File: config.mk
export PLATFORM = sky130hd
export DESIGN_NAME = seg7_display_scanner
export DESIGN_NICKNAME = d
export VERILOG_FILES = /design/src/rtl/seg7_pkg.sv /design/src/rtl/seg7_display_scanner_bcd_to_seg7.sv /design/src/rtl/seg7_display_scanner.sv
export SDC_FILE = /design/constraint.sdc
export NUM_CORES = 1
export LEC_CHECK = 0
export CAP_MARGIN = 10
export CORE_ASPECT_RATIO = 0.8
export CORE_MARGIN = 2
export CORE_UTILIZATION = 29
export CTS_CLUSTER_SIZE = 30
export DETAILED_ROUTE_END_ITERATION = 8
export PLACE_DENSITY = 0.46
export SKIP_LAST_GASP = 1
export SYNTH_ARGS = -nofsm -noshare
export SYNTH_HDL_FRONTEND = slang
export SYNTH_SLANG_ARGS = --single-unit
File: constraint.sdc
create_clock -name CLK -period 3.4 [get_ports CLK]
set_clock_uncertainty 0.05 [all_clocks]
set_input_delay 0.68 -clock CLK [delete_from_list [all_inputs] [get_ports CLK]]
set_output_delay 0.68 -clock CLK [all_outputs]
set_load 0.005 [all_outputs]
File: src/rtl/seg7_pkg.sv
// Shared constants for the multiplexed 7-segment display scanner.
// Segment patterns are gfedcba, active-low.
package seg7_pkg;

   localparam logic [6:0] SEG_0     = 7'h40;
   localparam logic [6:0] SEG_1     = 7'h79;
   localparam logic [6:0] SEG_2     = 7'h24;
   localparam logic [6:0] SEG_3     = 7'h30;
   localparam logic [6:0] SEG_4     = 7'h19;
   localparam logic [6:0] SEG_5     = 7'h12;
   localparam logic [6:0] SEG_6     = 7'h02;
   localparam logic [6:0] SEG_7     = 7'h78;
   localparam logic [6:0] SEG_8     = 7'h00;
   localparam logic [6:0] SEG_9     = 7'h10;
   localparam logic [6:0] SEG_DASH  = 7'h3F;
   localparam logic [6:0] SEG_BLANK = 7'h7F;

   localparam logic [3:0] ANODE_OFF  = 4'hF;
   localparam int         NUM_DIGITS = 4;

   // Active-low one-hot anode enable for a digit index.
   function automatic logic [3:0] anode_for(input logic [1:0] idx);
      return ~(4'b0001 << idx);
   endfunction

endpackage

File: src/rtl/seg7_display_scanner_bcd_to_seg7.sv
// Combinational BCD code to active-low gfedcba pattern; codes 10..15 render as a dash.
module bcd_to_seg7
   import seg7_pkg::*;
(
   input  logic [3:0] code,
   input  logic       blank,
   output logic [6:0] seg
);

   always_comb begin
      seg = SEG_DASH;
      if (blank) begin
         seg = SEG_BLANK;
      end else begin
         case (code)
            4'd0:    seg = SEG_0;
            4'd1:    seg = SEG_1;
            4'd2:    seg = SEG_2;
            4'd3:    seg = SEG_3;
            4'd4:    seg = SEG_4;
            4'd5:    seg = SEG_5;
            4'd6:    seg = SEG_6;
            4'd7:    seg = SEG_7;
            4'd8:    seg = SEG_8;
            4'd9:    seg = SEG_9;
            default: seg = SEG_DASH;
         endcase
      end
   end

endmodule

File: src/rtl/seg7_display_scanner.sv
// 4-digit common-anode display scanner with per-frame input snapshot, decimal points
// and optional leading-zero blanking. All outputs are registered from next-state values.
module seg7_display_scanner
   import seg7_pkg::*;
#(
   parameter int REFRESH_DIV   = 100000,
   parameter int DIV_WIDTH     = 17,
   parameter int BLANK_LEADING = 1
) (
   input  logic        CLK,
   input  logic        RESET,
   input  logic        ENABLE,
   input  logic [15:0] BCD_IN,
   input  logic [3:0]  DOT_IN,
   output logic [7:0]  SEG_OUT,
   output logic [3:0]  ANODE_OUT,
   output logic [1:0]  DIGIT_SEL
);

   localparam logic [DIV_WIDTH-1:0] DIV_LAST = DIV_WIDTH'(REFRESH_DIV - 1);

   logic [DIV_WIDTH-1:0] prescaler;
   logic [DIV_WIDTH-1:0] prescaler_nx;
   logic [1:0]           index;
   logic [1:0]           index_nx;
   logic [15:0]          shadow_bcd;
   logic [15:0]          bcd_nx;
   logic [3:0]           shadow_dot;
   logic [3:0]           dot_nx;
   logic                 running;
   logic                 tick;
   logic                 load;
   logic [3:0]           digit_nx;
   logic                 blank_nx;
   logic [6:0]           seg_nx;

   // Next-state values are only committed while ENABLE is high.
   always_comb begin
      tick         = (prescaler == DIV_LAST);
      load         = !running || (tick && (index == 2'd3));
      prescaler_nx = tick ? '0 : prescaler + DIV_WIDTH'(1);
      index_nx     = tick ? index + 2'd1 : index;
      bcd_nx       = load ? BCD_IN : shadow_bcd;
      dot_nx       = load ? DOT_IN : shadow_dot;
      digit_nx     = bcd_nx[{index_nx, 2'b00} +: 4];
   end

   // Leading-zero blanking looks at the snapshot that the digit will actually show.
   always_comb begin
      blank_nx = 1'b0;
      case (index_nx)
         2'd3: blank_nx = (bcd_nx[15:12] == 4'd0);
         2'd2: blank_nx = (bcd_nx[15:8] == 8'd0);
         2'd1: blank_nx = (bcd_nx[15:4] == 12'd0);
         default: blank_nx = 1'b0;
      endcase
      if (BLANK_LEADING == 0) blank_nx = 1'b0;
   end

   bcd_to_seg7 u_decode (
      .code  (digit_nx),
      .blank (blank_nx),
      .seg   (seg_nx)
   );

   always_ff @(posedge CLK or posedge RESET) begin
      if (RESET) begin
         prescaler  <= '0;
         index      <= 2'd0;
         shadow_bcd <= 16'd0;
         shadow_dot <= 4'd0;
         running    <= 1'b0;
         SEG_OUT    <= {1'b1, SEG_BLANK};
         ANODE_OUT  <= ANODE_OFF;
         DIGIT_SEL  <= 2'd0;
      end else if (ENABLE) begin
         prescaler  <= prescaler_nx;
         index      <= index_nx;
         shadow_bcd <= bcd_nx;
         shadow_dot <= dot_nx;
         running    <= 1'b1;
         SEG_OUT    <= {~dot_nx[index_nx], seg_nx};
         ANODE_OUT  <= anode_for(index_nx);
         DIGIT_SEL  <= index_nx;
      end else begin
         // Dark display; prescaler, index and DIGIT_SEL hold for a seamless resume.
         running    <= 1'b0;
         SEG_OUT    <= {1'b1, SEG_BLANK};
         ANODE_OUT  <= ANODE_OFF;
      end
   end

endmodule

==> impl_metrics.toml <==
[worst_setup_path]
start_kind = "flop"
path_class = "flop to flop"
cp_max_fo = 15
setup.worst_path.end_class = "flop"
cp.arrival_ps = 3270
worstPathRequired_ps = 3530

[placement]
portBuffers = 36
dpl.hpwl_mm = 4.54
gp_congestion = 0.767
place_area_um2 = 3260
dp_slack_ps = 292

[cts]
post_cts_buffers = 0
cts_buffers = 5
post_cts_resized = 0
cts_root_buf = "clkbuf_16"
clockBufferDepth = 2
cts.clk_slew.worst_paths_ps = 60
clk_latency_ps = 290
cts_tree = "yes"
htree_num_levels = 2
holdBufCountCts = 0
numClockSinks = 52

[final_layout]
fin_area_um2 = 3400
area_growth_pct = 24.0
regArea_um2 = 1320
layout_commonest_cell = "dfrtp_1"
final_cell_mix = "40 x dfrtp_1, 36 x clkdlybuf4s50_1, 20 x mux2i_1, 15 x nor2_1, 15 x mux2_2"
multiInputGateArea_um2 = 1350
nets = 300
fill_cells = 891
drive_gt1_share_pct = 20.3
n_antenna_cell = 0

[pwr]
ir_drop_uv = 222
p_leak_nw = 1.44
sw_frac_of_total_pct = 26.7
power.density_nw_per_um2 = 459
pwr-share-seq_pct = 49.8
p_comb_share_pct = 19.0
cellInternalPower_mw = 1.14
power.switching_mw = 0.417
clkPwrFrac_pct = 31.2

[sta]
slew_headroom_pct = 56.9
min_period_ps = 3140
worst_pin_slew_ps = 645
finalSetupTns_ps = 0
rsz0062_at_grt = "no"
period_share_pct = 92.5
fmax_mhz = 318
timing.final.ws_setup_ps = 256
final_hold_viol_count = 0
slew_viol_final = 0
finalSetupViolations = 0

[logic_synthesis]
yosys.area_share.adder_pct = 3.19
syn_inst = 227
synthDistinctLibCells = 44
synthTopCellsByArea = "dfrtp_1 37%, dfstp_2 12%, mux2i_1 7.3%, mux2_2 6.2%, xnor2_1 3.5%"
synth.area.mux_share_pct = 20.6
synth_nets = 257
synth-compound-area-share_pct = 5.98
synth_top_family_by_area = "multiplexers"
yosys.area_share.xor_xnor_pct = 5.39
ys.warnings.count = 0
ys_seq_area_share_pct = 48.0
synth.avg_cell_area_um2 = 12.1
synth_area_um2 = 2740
ys_ff_latch = 52
netlist.top_cell.by_area = "dfrtp_1"
synthSimpleGateAreaFrac_pct = 14.2
netlist.area_leader.share_pct = 36.5

[global_route]
grt-ovfl-total = 0
grt_pass1_vias = 1920
grt_util_all_layers_pct = 12.5
grt_first_pass_wirelength_mm = 10.2
antenna_found_initial = 0
grt_max_degree = 31

[detailed_routing]
drtIter0Drc = 74
finalWirelength_mm = 5.89
ant_nets = 0
num_vias = 1852
post_drt_wl_per_cell_um = 15.2
vias_per_cell = 4.80
drc_errors = 0
firstDrtPassIters = 4

[flow_run]
maxCapViolCount = 0

[floorplanning]
ios = 37
die_x_um = 113
fp-row-count = 31
initial_core_util_pct = 30.1
dieArea_um2 = 10300
core_um2 = 9110
die-height_um = 91.0

[run_status]
status = "finished clean"

[min_path]
hold_class = "flop to flop"
metrics by stage:
stage                     power (mW)  hold WS, ps  std cells  util [%]
final                           1.56          445        386      37.3
after global routing            1.66          467        386      37.3
after CTS                       1.58          450        386      37.3
after detailed placement        1.09          435        378      35.8
after global placement          1.09          424        378      35.8
after floorplan                0.966          402        227         -
state kept, by name, summed over array words and instances, names as in the netlist:
register    cells
running         1
ANODE_OUT       4
prescaler      17
shadow_bcd     16
SEG_OUT         8
index           2
shadow_dot      4
cells in the mapped netlist (all sizes together):
| master | instances |
|---|---|
| dfrtp | 40 |
| nor2 | 15 |
| a21o | 1 |
| ha | 7 |
| and3 | 4 |
| mux2 | 22 |
| nand4 | 5 |
| a22o | 1 |
| and2 | 4 |
| a211oi | 1 |
| xor2 | 5 |
| o311ai | 1 |
| nor4 | 6 |
| xnor2 | 11 |
| nor3 | 1 |
| nand3 | 14 |
| clkbuf | 3 |
| o21ai | 6 |
| or3 | 3 |
| nand4b | 1 |
| inv | 8 |
| a22oi | 4 |
| and4bb | 3 |
| dfstp | 12 |
| o211ai | 3 |
| nand2b | 1 |
| nand2 | 11 |
| mux2i | 22 |
| mux4 | 3 |
| a221o | 1 |
| buf | 3 |
| and4b | 1 |
| a21oi | 4 |
worst max-delay path: stages, from the launching register on:
cell      delay, ps
dfrtp_1         380
ha_1            220
and4b_1         270
nand4_4         180
xor2_2          430
buf_4           320
mux2i_1         110
a221o_1         450
ha_1            250
and3_1          140
o311ai_1        240
path summary, 6_finish.rpt:
check	slack (ps)	endpoint	depth (start not counted)	from
worst max-delay path	260	SEG_OUT[4]	10	prescaler[0]
worst min register to register	450	shadow_dot[3]	1	shadow_dot[3]
worst max register to register	260	SEG_OUT[4]	10	prescaler[0]
max in group asynchronous	1920	SEG_OUT[0]	3	RESET
worst min-delay path	450	shadow_dot[3]	1	shadow_dot[3]
min in group asynchronous	750	prescaler[7]	2	RESET
power groups by stage:
stage / Clock [mW] / Combinational, mW / Sequential [mW]
2_1_floorplan: 0 / 0.197 / 0.769
3_3_place_gp: 0 / 0.300 / 0.791
3_5_place_dp: 0 / 0.299 / 0.788
4_1_cts: 0.506 / 0.300 / 0.778
5_1_grt: 0.537 / 0.333 / 0.793
6_report: 0.486 / 0.297 / 0.777
metal layers:
layer  vias to the layer above  global-route usage, %  wire, um  share of wire [%]
met5                         -                      0         0                  0
met4                         0                   3.66        78                1.3
met3                         7                   2.74       174                3.0
met2                        36                   16.2      2190                 37
met1                       901                   20.3      3440                 59
li1                        908                      -         -                  -
logic make-up (layout without fill, tap and decap cells):
family          Yosys count  count (layout)
flops                    52              52
simple gates             69              69
mux                      47              47
compound gates           22              22
xor+xnor                 16              16
buf+inv                  14              58
fa+ha+maj                 7               7
area by class of cell:
| class | count | share of cell area (%) |
|---|---|---|
| clock buffer | 8 | 4.01 |
| tap | 115 | 4.23 |
| timing repair buffer | 42 | 12.3 |
| inverter | 8 | 0.884 |
| multi-input combinational | 161 | 39.8 |
| sequential | 52 | 38.7 |
Power figures use the tool's default switching activity.
